==> src/rtl/mem_seq_pkg.sv <==
// Shared definitions for the memory-access sequencer.
// Latency: n/a (types and constants only).
// Backpressure: n/a.
// Contents: sequencer state encoding, default address width, wait-counter width.
package mem_seq_pkg;

   // Default memory address width; bus bits above this are an address fault.
   localparam int ADDR_W_DEF = 9;

   // Wait counter width; bounds the legal WAIT_CYCLES range to 0..7.
   localparam int CNT_W = 3;

   typedef enum logic [2:0] {
      S_IDLE    = 3'd0,
      S_MAR     = 3'd1,
      S_RD      = 3'd2,
      S_WR_DATA = 3'd3,
      S_WR      = 3'd4,
      S_DONE    = 3'd5,
      S_ERR     = 3'd6
   } state_e;

endpackage

==> src/rtl/wait_cnt.sv <==
// RAM wait-state counter: loads a fixed count, decrements to zero and holds there.
// Latency: load/dec take effect on the next clk edge; zero_o is a decode of the register.
// Backpressure: none; the sequencer decides when to load and decrement.
// Ports: clk_i clock, clr_ni async active-low clear, load_i load LOAD_VAL,
//        dec_i decrement (saturates at 0), zero_o count is zero.
module wait_cnt
   import mem_seq_pkg::*;
#(
   parameter logic [CNT_W-1:0] LOAD_VAL = '0
) (
   input  logic clk_i,
   input  logic clr_ni,
   input  logic load_i,
   input  logic dec_i,
   output logic zero_o
);

   logic [CNT_W-1:0] cnt_q;

   always_ff @(posedge clk_i or negedge clr_ni) begin
      if (!clr_ni) begin
         cnt_q <= '0;
      end else if (load_i) begin
         cnt_q <= LOAD_VAL;
      end else if (dec_i && (cnt_q != '0)) begin
         // Stop at zero so a stray decrement can never wrap to 7.
         cnt_q <= cnt_q - 1'b1;
      end
   end

   assign zero_o = (cnt_q == '0);

endmodule

==> src/rtl/mem_seq.sv <==
// Memory-access sequencer: drives MAR/MDR load enables and RAM strobes for one load or store.
// Latency: load done WAIT_CYCLES+3 cycles after acceptance, store done WAIT_CYCLES+4.
// Backpressure: requests are sampled only in IDLE; requests while busy are dropped, not queued.
// Ports: clk clock, clr async active-low reset, req_rd/req_wr load/store requests,
//        bus shared CPU bus (address in MAR cycle, store data in WR_DATA cycle),
//        MARin/MDRin register load enables, read/write RAM strobes,
//        busy not-IDLE, done completion pulse, err error pulse (with done).
module mem_seq
   import mem_seq_pkg::*;
#(
   parameter int WAIT_CYCLES = 1,
   parameter int ADDR_W      = ADDR_W_DEF
) (
   input  logic        clk,
   input  logic        clr,
   input  logic        req_rd,
   input  logic        req_wr,
   input  logic [31:0] bus,
   output logic        MARin,
   output logic        MDRin,
   output logic        read,
   output logic        write,
   output logic        busy,
   output logic        done,
   output logic        err
);

   // Only the low CNT_W bits are meaningful; legal WAIT_CYCLES is 0..7.
   localparam logic [CNT_W-1:0] WAIT_LD = CNT_W'(WAIT_CYCLES);

   state_e state_q;
   logic   is_wr_q;     // operation type latched at acceptance
   logic   addr_fault;
   logic   cnt_load;
   logic   cnt_dec;
   logic   cnt_zero;

   // Any bus bit above the address field marks an out-of-range address.
   assign addr_fault = |(bus >> ADDR_W);

   // Counter is loaded on the edge that enters RD or WR, so the first
   // strobe cycle sees WAIT_CYCLES and the last one sees zero.
   assign cnt_load = ((state_q == S_MAR) && !addr_fault && !is_wr_q) ||
                     (state_q == S_WR_DATA);
   assign cnt_dec  = (state_q == S_RD) || (state_q == S_WR);

   wait_cnt #(
      .LOAD_VAL (WAIT_LD)
   ) u_wait_cnt (
      .clk_i  (clk),
      .clr_ni (clr),
      .load_i (cnt_load),
      .dec_i  (cnt_dec),
      .zero_o (cnt_zero)
   );

   always_ff @(posedge clk or negedge clr) begin
      if (!clr) begin
         state_q <= S_IDLE;
         is_wr_q <= 1'b0;
      end else begin
         case (state_q)
            S_IDLE: begin
               if (req_rd && req_wr) begin
                  state_q <= S_ERR;
               end else if (req_rd || req_wr) begin
                  state_q <= S_MAR;
                  is_wr_q <= req_wr;
               end
            end
            S_MAR: begin
               if (addr_fault)   state_q <= S_ERR;
               else if (is_wr_q) state_q <= S_WR_DATA;
               else              state_q <= S_RD;
            end
            S_RD:      if (cnt_zero) state_q <= S_DONE;
            S_WR_DATA: state_q <= S_WR;
            S_WR:      if (cnt_zero) state_q <= S_DONE;
            S_DONE:    state_q <= S_IDLE;
            S_ERR:     state_q <= S_IDLE;
            default:   state_q <= S_IDLE;
         endcase
      end
   end

   // Moore decode from registered state (and registered count) only, so no
   // request or bus input ever reaches an output combinationally. Reset of
   // state_q forces every output low immediately.
   always_comb begin
      MARin = (state_q == S_MAR);
      read  = (state_q == S_RD);
      write = (state_q == S_WR);
      // In RD, MDR captures memory data only in the final strobe cycle.
      MDRin = ((state_q == S_RD) && cnt_zero) || (state_q == S_WR_DATA);
      busy  = (state_q != S_IDLE);
      done  = (state_q == S_DONE) || (state_q == S_ERR);
      err   = (state_q == S_ERR);
   end

endmodule

==> config.mk <==
export PLATFORM = sky130hd
export DESIGN_NAME = mem_seq
export DESIGN_NICKNAME = d
export VERILOG_FILES = /design/src/rtl/mem_seq_pkg.sv /design/src/rtl/wait_cnt.sv /design/src/rtl/mem_seq.sv
export SDC_FILE = /design/constraint.sdc
export NUM_CORES = 1
export LEC_CHECK = 0
export ABC_AREA = 1
export ABC_CLOCK_PERIOD_IN_PS = 1400
export BUFFER_PORTS_ARGS = -buffer_cell sky130_fd_sc_hd__buf_2
export CORE_MARGIN = 1.5
export CORE_UTILIZATION = 25
export CTS_BUF_LIST = sky130_fd_sc_hd__clkbuf_16
export CTS_CLUSTER_SIZE = 30
export DETAILED_ROUTE_END_ITERATION = 6
export PLACE_DENSITY = 0.57
export SLEW_MARGIN = 15
export SYNTH_ARGS = -nofsm -noshare
export SYNTH_HDL_FRONTEND = slang
export SYNTH_SLANG_ARGS = --single-unit
==> constraint.sdc <==
create_clock -name clk -period 1.4 [get_ports clk]
set_input_delay 0.28 -clock clk [delete_from_list [all_inputs] [get_ports clk]]
set_output_delay 0.28 -clock clk [all_outputs]
set_load 0.02 [all_outputs]
* Yosys cells after proc, flatten, opt, wreduce, memory -nomap -nowiden *
Cells that the tools add are included.

word-level totals
  output and inout port bits = 7
  bits of input ports = 36
  register bits = 7

cells by class
  equal/unequal tests = 8
  mux-type cells = 8
  bitwise logic cells = 1
  $add $sub $neg = 1
  reductions and logical operators = 21

operators with widths
  kind                                              count
  OR reduction 23 bit                               1
  2-to-1 mux 3 bit                                  6
  case mux 3 bit (4 select lines)                   1
  == test 3 bit, second input constant              3
  == test 3 x 2 -> 1 bit, second input constant     2
  zero test 3 bit                                   2
  nonzero test 3 bit                                2
  logical AND 1 bit                                 5
  logical OR 1 bit                                  5
  == test 3 x 1 -> 1 bit, second input constant     1
  != test 3 bit, second input constant              1
  AND reduction 3 bit                               1
  subtractor 3 x 1 -> 3 bit, second input constant  1
  zero test 1 bit                                   2
  != test 2 x 1 -> 1 bit, second input constant     1
  AND reduction 2 bit                               1
  nonzero test 2 bit                                1
  OR reduction 2 bit                                1
  2-to-1 mux 1 bit                                  1
  NOT 1 bit                                         1

* Longest topological paths before layout *
  depth in word-level cells = 6
  depth in mapped cells = 9
  mapped depth without buffers = 9

* Cells and area by module *
A second synthesis with hierarchy kept.

unflattened totals
  cell total of the unflattened synthesis = 97
  area, all modules = 605.6 sq um

modules (own cells, without submodules)
  module    seq. area each (sq um)  times used  cells an instance  area each (sq um)
  mem_seq   100.1                   1           71                 417.9
  wait_cnt  75.1                    1           26                 187.7

* Least setup slack after synthesis *
OpenSTA, ideal clock, no wires.

  path kind = register to output
  start = register u_wait_cnt.cnt_q[0]
  end = output MDRin
  arrival = 1047 ps
  stages on the path, launching flop included = 5
  path buffers = 0
  data required time = 1120 ps
  setup slack = 73 ps
  path through = dfrtp_1 inv_1 ha_1 nand2_1 a21oi_1

between the ends
  cells in the longest elaborated chain, start to end = 3

RTL lines
  what                      line            RTL
  start: declaration        wait_cnt.sv:18  logic [CNT_W-1:0] cnt_q;
  start signal: assignment  wait_cnt.sv:27  cnt_q <= cnt_q - 1'b1;
  zero test 3 bit           wait_cnt.sv:31  assign zero_o = (cnt_q == '0);
  logical AND 1 bit         mem_seq.sv:94   MDRin = ((state_q == S_RD) && cnt_zero) || (state_q == S_WR_DATA);
  logical OR 1 bit          mem_seq.sv:94
  end: declaration          mem_seq.sv:20   output logic MDRin,

Every way passes these cells.

* Final worst setup path *
  start = register state_q[2]
  end = output MDRin

between the ends
  cells in the longest elaborated chain, start to end = 3
  elaborated cells on any way between the ends = 4
  those cells by class = eq/ne (2); reduce/logical (2)

RTL lines
  what                      line           RTL
  start: declaration        mem_seq.sv:31  state_e state_q;
  start signal: assignment  mem_seq.sv:59  state_q <= S_IDLE;
  start signal: assignment  mem_seq.sv:65  state_q <= S_ERR;
  start signal: assignment  mem_seq.sv:67  state_q <= S_MAR;
  == test 3 x 2 -> 1 bit    mem_seq.sv:94
  logical AND 1 bit         mem_seq.sv:94
  logical OR 1 bit (*)      mem_seq.sv:94

Every way passes the cells marked *; elsewhere a longest branch is shown, timed or not.

==> flow_summary.toml <==
[power]
p_leak_nw = 0.559
switching_share_pct = 42.2
p_seq_share_pct = 17.3
p_sw_mw = 0.954
ir_drop_mv = 0.991
p_comb_share_pct = 61.5
intPower_mw = 1.31
p_per_area_nw_per_um2 = 2190
clock_power_share_pct = 21.2

[setup_path]
arrival_ns = 1.15
r2r_start = "state_q[0]$_DFFE_PN0P_"
required_ns = 1.12
start_kind = "flop"
worstSetupPathType = "reg -> out"
rrSetupSlack_ns = 0.11
worst_r2r_path_depth = 6
path_max_fanout = 3
r2r-end = "u_wait_cnt.cnt_q[1]$_DFFE_PN0P_"
cp-end-kind = "output port"

[global_routing]
track_usage_pct = 13.6
grt_max_degree = 8
grtUsageMet2_pct = 24.5
grt_pass1_wl_mm = 2.71
met3_usage_pct = 2.05
antenna_found_initial = 0
overflow = 0
grt_pass1_vias = 697
grt_use_met1_pct = 15.1
top_usage_layer = "met2"

[logic_synthesis]
synth-seq-area-share_pct = 30.0
syn_area_um2 = 583
syn_avg_cell_area_um2 = 6.20
synth-main-ff-cell = "dfrtp_1"
synth.area.top_cells = "dfrtp_1, nand2_1, nor2_1"
yosysUniqueCellTypes = 15
synth.top_cell.area_share_pct = 30.0
synth.largest_area_cell = "dfrtp_1"
synthCells = 94
async_flop_share_pct = 100
synth_edf_count = 0
ys_seq_elements = 7
synthesis.nets = 134
ys_warn_count = 0

[sta]
period_minus_slack_ns = 1.43
fin_setup_tns_ns = -0.0744
max_freq_ghz = 0.699
finalHoldViolCount = 0
worst_slew_pin_slew_ns = 0.206
finClkSkew_ns = 0.00151
slew_viol_final = 0
finalCritPeriodShare_pct = 102
slew_headroom_pct = 86.2
layout_setup_ws_ns = -0.0299
setup_violations = 3
rsz0062_at_grt = "yes"

[clocking]
cts_buffer_depth = 2
cts_root_buffer = "clkbuf_16"
cts_sinks = 7
clock_latency_ns = 0.23
cts_tree = "built"
htreeDepth = 1
clkTransAtPathRegs_ns = 0.04
numCtsBuffers = 3

[drt]
viasPerCell = 4.25
routed_wl_mm = 1.60
num_vias = 723
drtIter0Drc = 0
wire_per_inst_um = 9.44
drt_first_pass_iters = 1
ant_nets = 0
remaining_drc_errors = 0

[placed_design]
numPortBuffers = 33
pre_cts_ws_ns = 0.0697
dp_hpwl_mm = 1.22
place.gp.congestion = 0.687

[min_path]
min_from = "req_wr"
min_path_cells = 3
hp-class = "in -> reg"
hold_end = "is_wr_q$_DFFE_PN0P_"

[die]
rows = 17
die-area_um2 = 2630
pin_count = 43
die_w_um = 51.3
die_y_um = 51.3
core-area_um2 = 2210
start_util_pct = 26.4

[final_layout]
area_growth_pct = 77.3
finalNetCount = 183
multi_input_area_um2 = 399
fill_cells = 234
ff_latch_area_um2 = 176
n_antenna_cell = 0
drive_above_1_share_pct = 47.2

[job]
maxCapViolCount = 0

[outcome]
violations = "setup timing"
status = "finished with violations"
flip-flops by register name, summed over array words and instances (netlist names):
register / cells
u_wait_cnt.cnt_q: 3
state_q: 3
is_wr_q: 1
metrics by stage:
stage	utilization, %	cells	total power, mW	instance area [um2]	hold WS [ns]
after CTS	44.7	170	2.12	988	0.348
final	46.7	170	2.26	1030	0.341
after floorplan	-	94	1.04	583	-0.0156
after global placement	37.1	160	1.36	821	0.125
after global routing	46.7	170	2.44	1030	0.387
after detailed placement	37.1	160	1.38	821	0.128
power by group through the flow:
stage                     Sequential (mW)  Clock, mW  Combinational (mW)
after floorplan                     0.377          0               0.666
after global placement              0.388          0               0.969
after detailed placement            0.391          0               0.993
after CTS                           0.379      0.489                1.25
after global routing                0.402      0.496                1.54
final                               0.391      0.480                1.39
repair_timing:
item | 4_1_cts | 5_1_grt
buffers inserted | 5 | 0
hold endpoints to repair | 7 | 0
gates cloned | 0 | 0
pin swaps | 3 | 5
hold buffers | 1 | 0
endpoints found under the setup margin | 6 | 10
resized for setup | 15 | 16
cell usage after synthesis (2+ instances only):
library cell  instances
o21ai_0               2
nand2_1              23
nand2_2               2
nand3_1               5
nand4_1               2
ha_1                  4
a21oi_1               4
dfrtp_1               7
nor2_1               23
inv_1                17
placed cells by master (no fill, tap or decap), drive strengths merged:
cell type,instances
o21bai,1
nand4,2
buf,43
clkbuf,3
a21oi,4
ha,4
dlygate4sd3,1
nand2,25
dfrtp,7
nor2,24
xor2,1
inv,18
o21ai,4
nand3,5
metal layers:
metal | share of wire (%) | vias up | wire length, um
li1 | - | 382 | -
met1 | 43 | 322 | 689
met2 | 51 | 14 | 824
met3 | 2.9 | 5 | 46
met4 | 2.7 | 0 | 43
met5 | 0 | - | 0
cells by family (layout without fill, tap and decap cells):
group / Yosys count / after routing / synth area share, %
and+or+nand+nor: 56 / 56 / 40.1
adders and majority gates: 4 / 4 / 8.58
buffers and inverters: 17 / 65 / 10.9
AOI/OAI and AO/OA: 9 / 9 / 8.80
DFF: 7 / 7 / 30.0
xor gates and xnor gates: 1 / 1 / 1.50
area by class of cell:
cell class,count,share of cell area [%]
Clock inverter,1,0.363
Sequential cell,7,17.1
Tap cell,28,3.39
Timing Repair Buffer,44,27.1
Clock buffer,3,7.26
Inverter,17,6.17
Multi-Input combinational cell,70,38.6
worst max-delay path, cell delays in order (launching register included):
cell     delay, ns
dfrtp_1       0.38
inv_2         0.07
nand2_2       0.07
buf_4         0.15
a21oi_2       0.12
buf_6         0.13
worst max-delay path by stage:
stage / start / endpoint / slack, ns
final: state_q[2]$_DFFE_PN0P_ / MDRin / -0.03
after floorplan: u_wait_cnt.cnt_q[0]$_DFFE_PN0P_ / MDRin / 0.07
after global routing: state_q[0]$_DFFE_PN0P_ / done / -0.09
after detailed placement: state_q[1]$_DFFE_PN0P_ / state_q[2]$_DFFE_PN0P_ / 0.07
after CTS: state_q[0]$_DFFE_PN0P_ / done / -0.06
after global placement: state_q[1]$_DFFE_PN0P_ / state_q[2]$_DFFE_PN0P_ / 0.06
No activity file was read; power rests on OpenSTA's default activity.
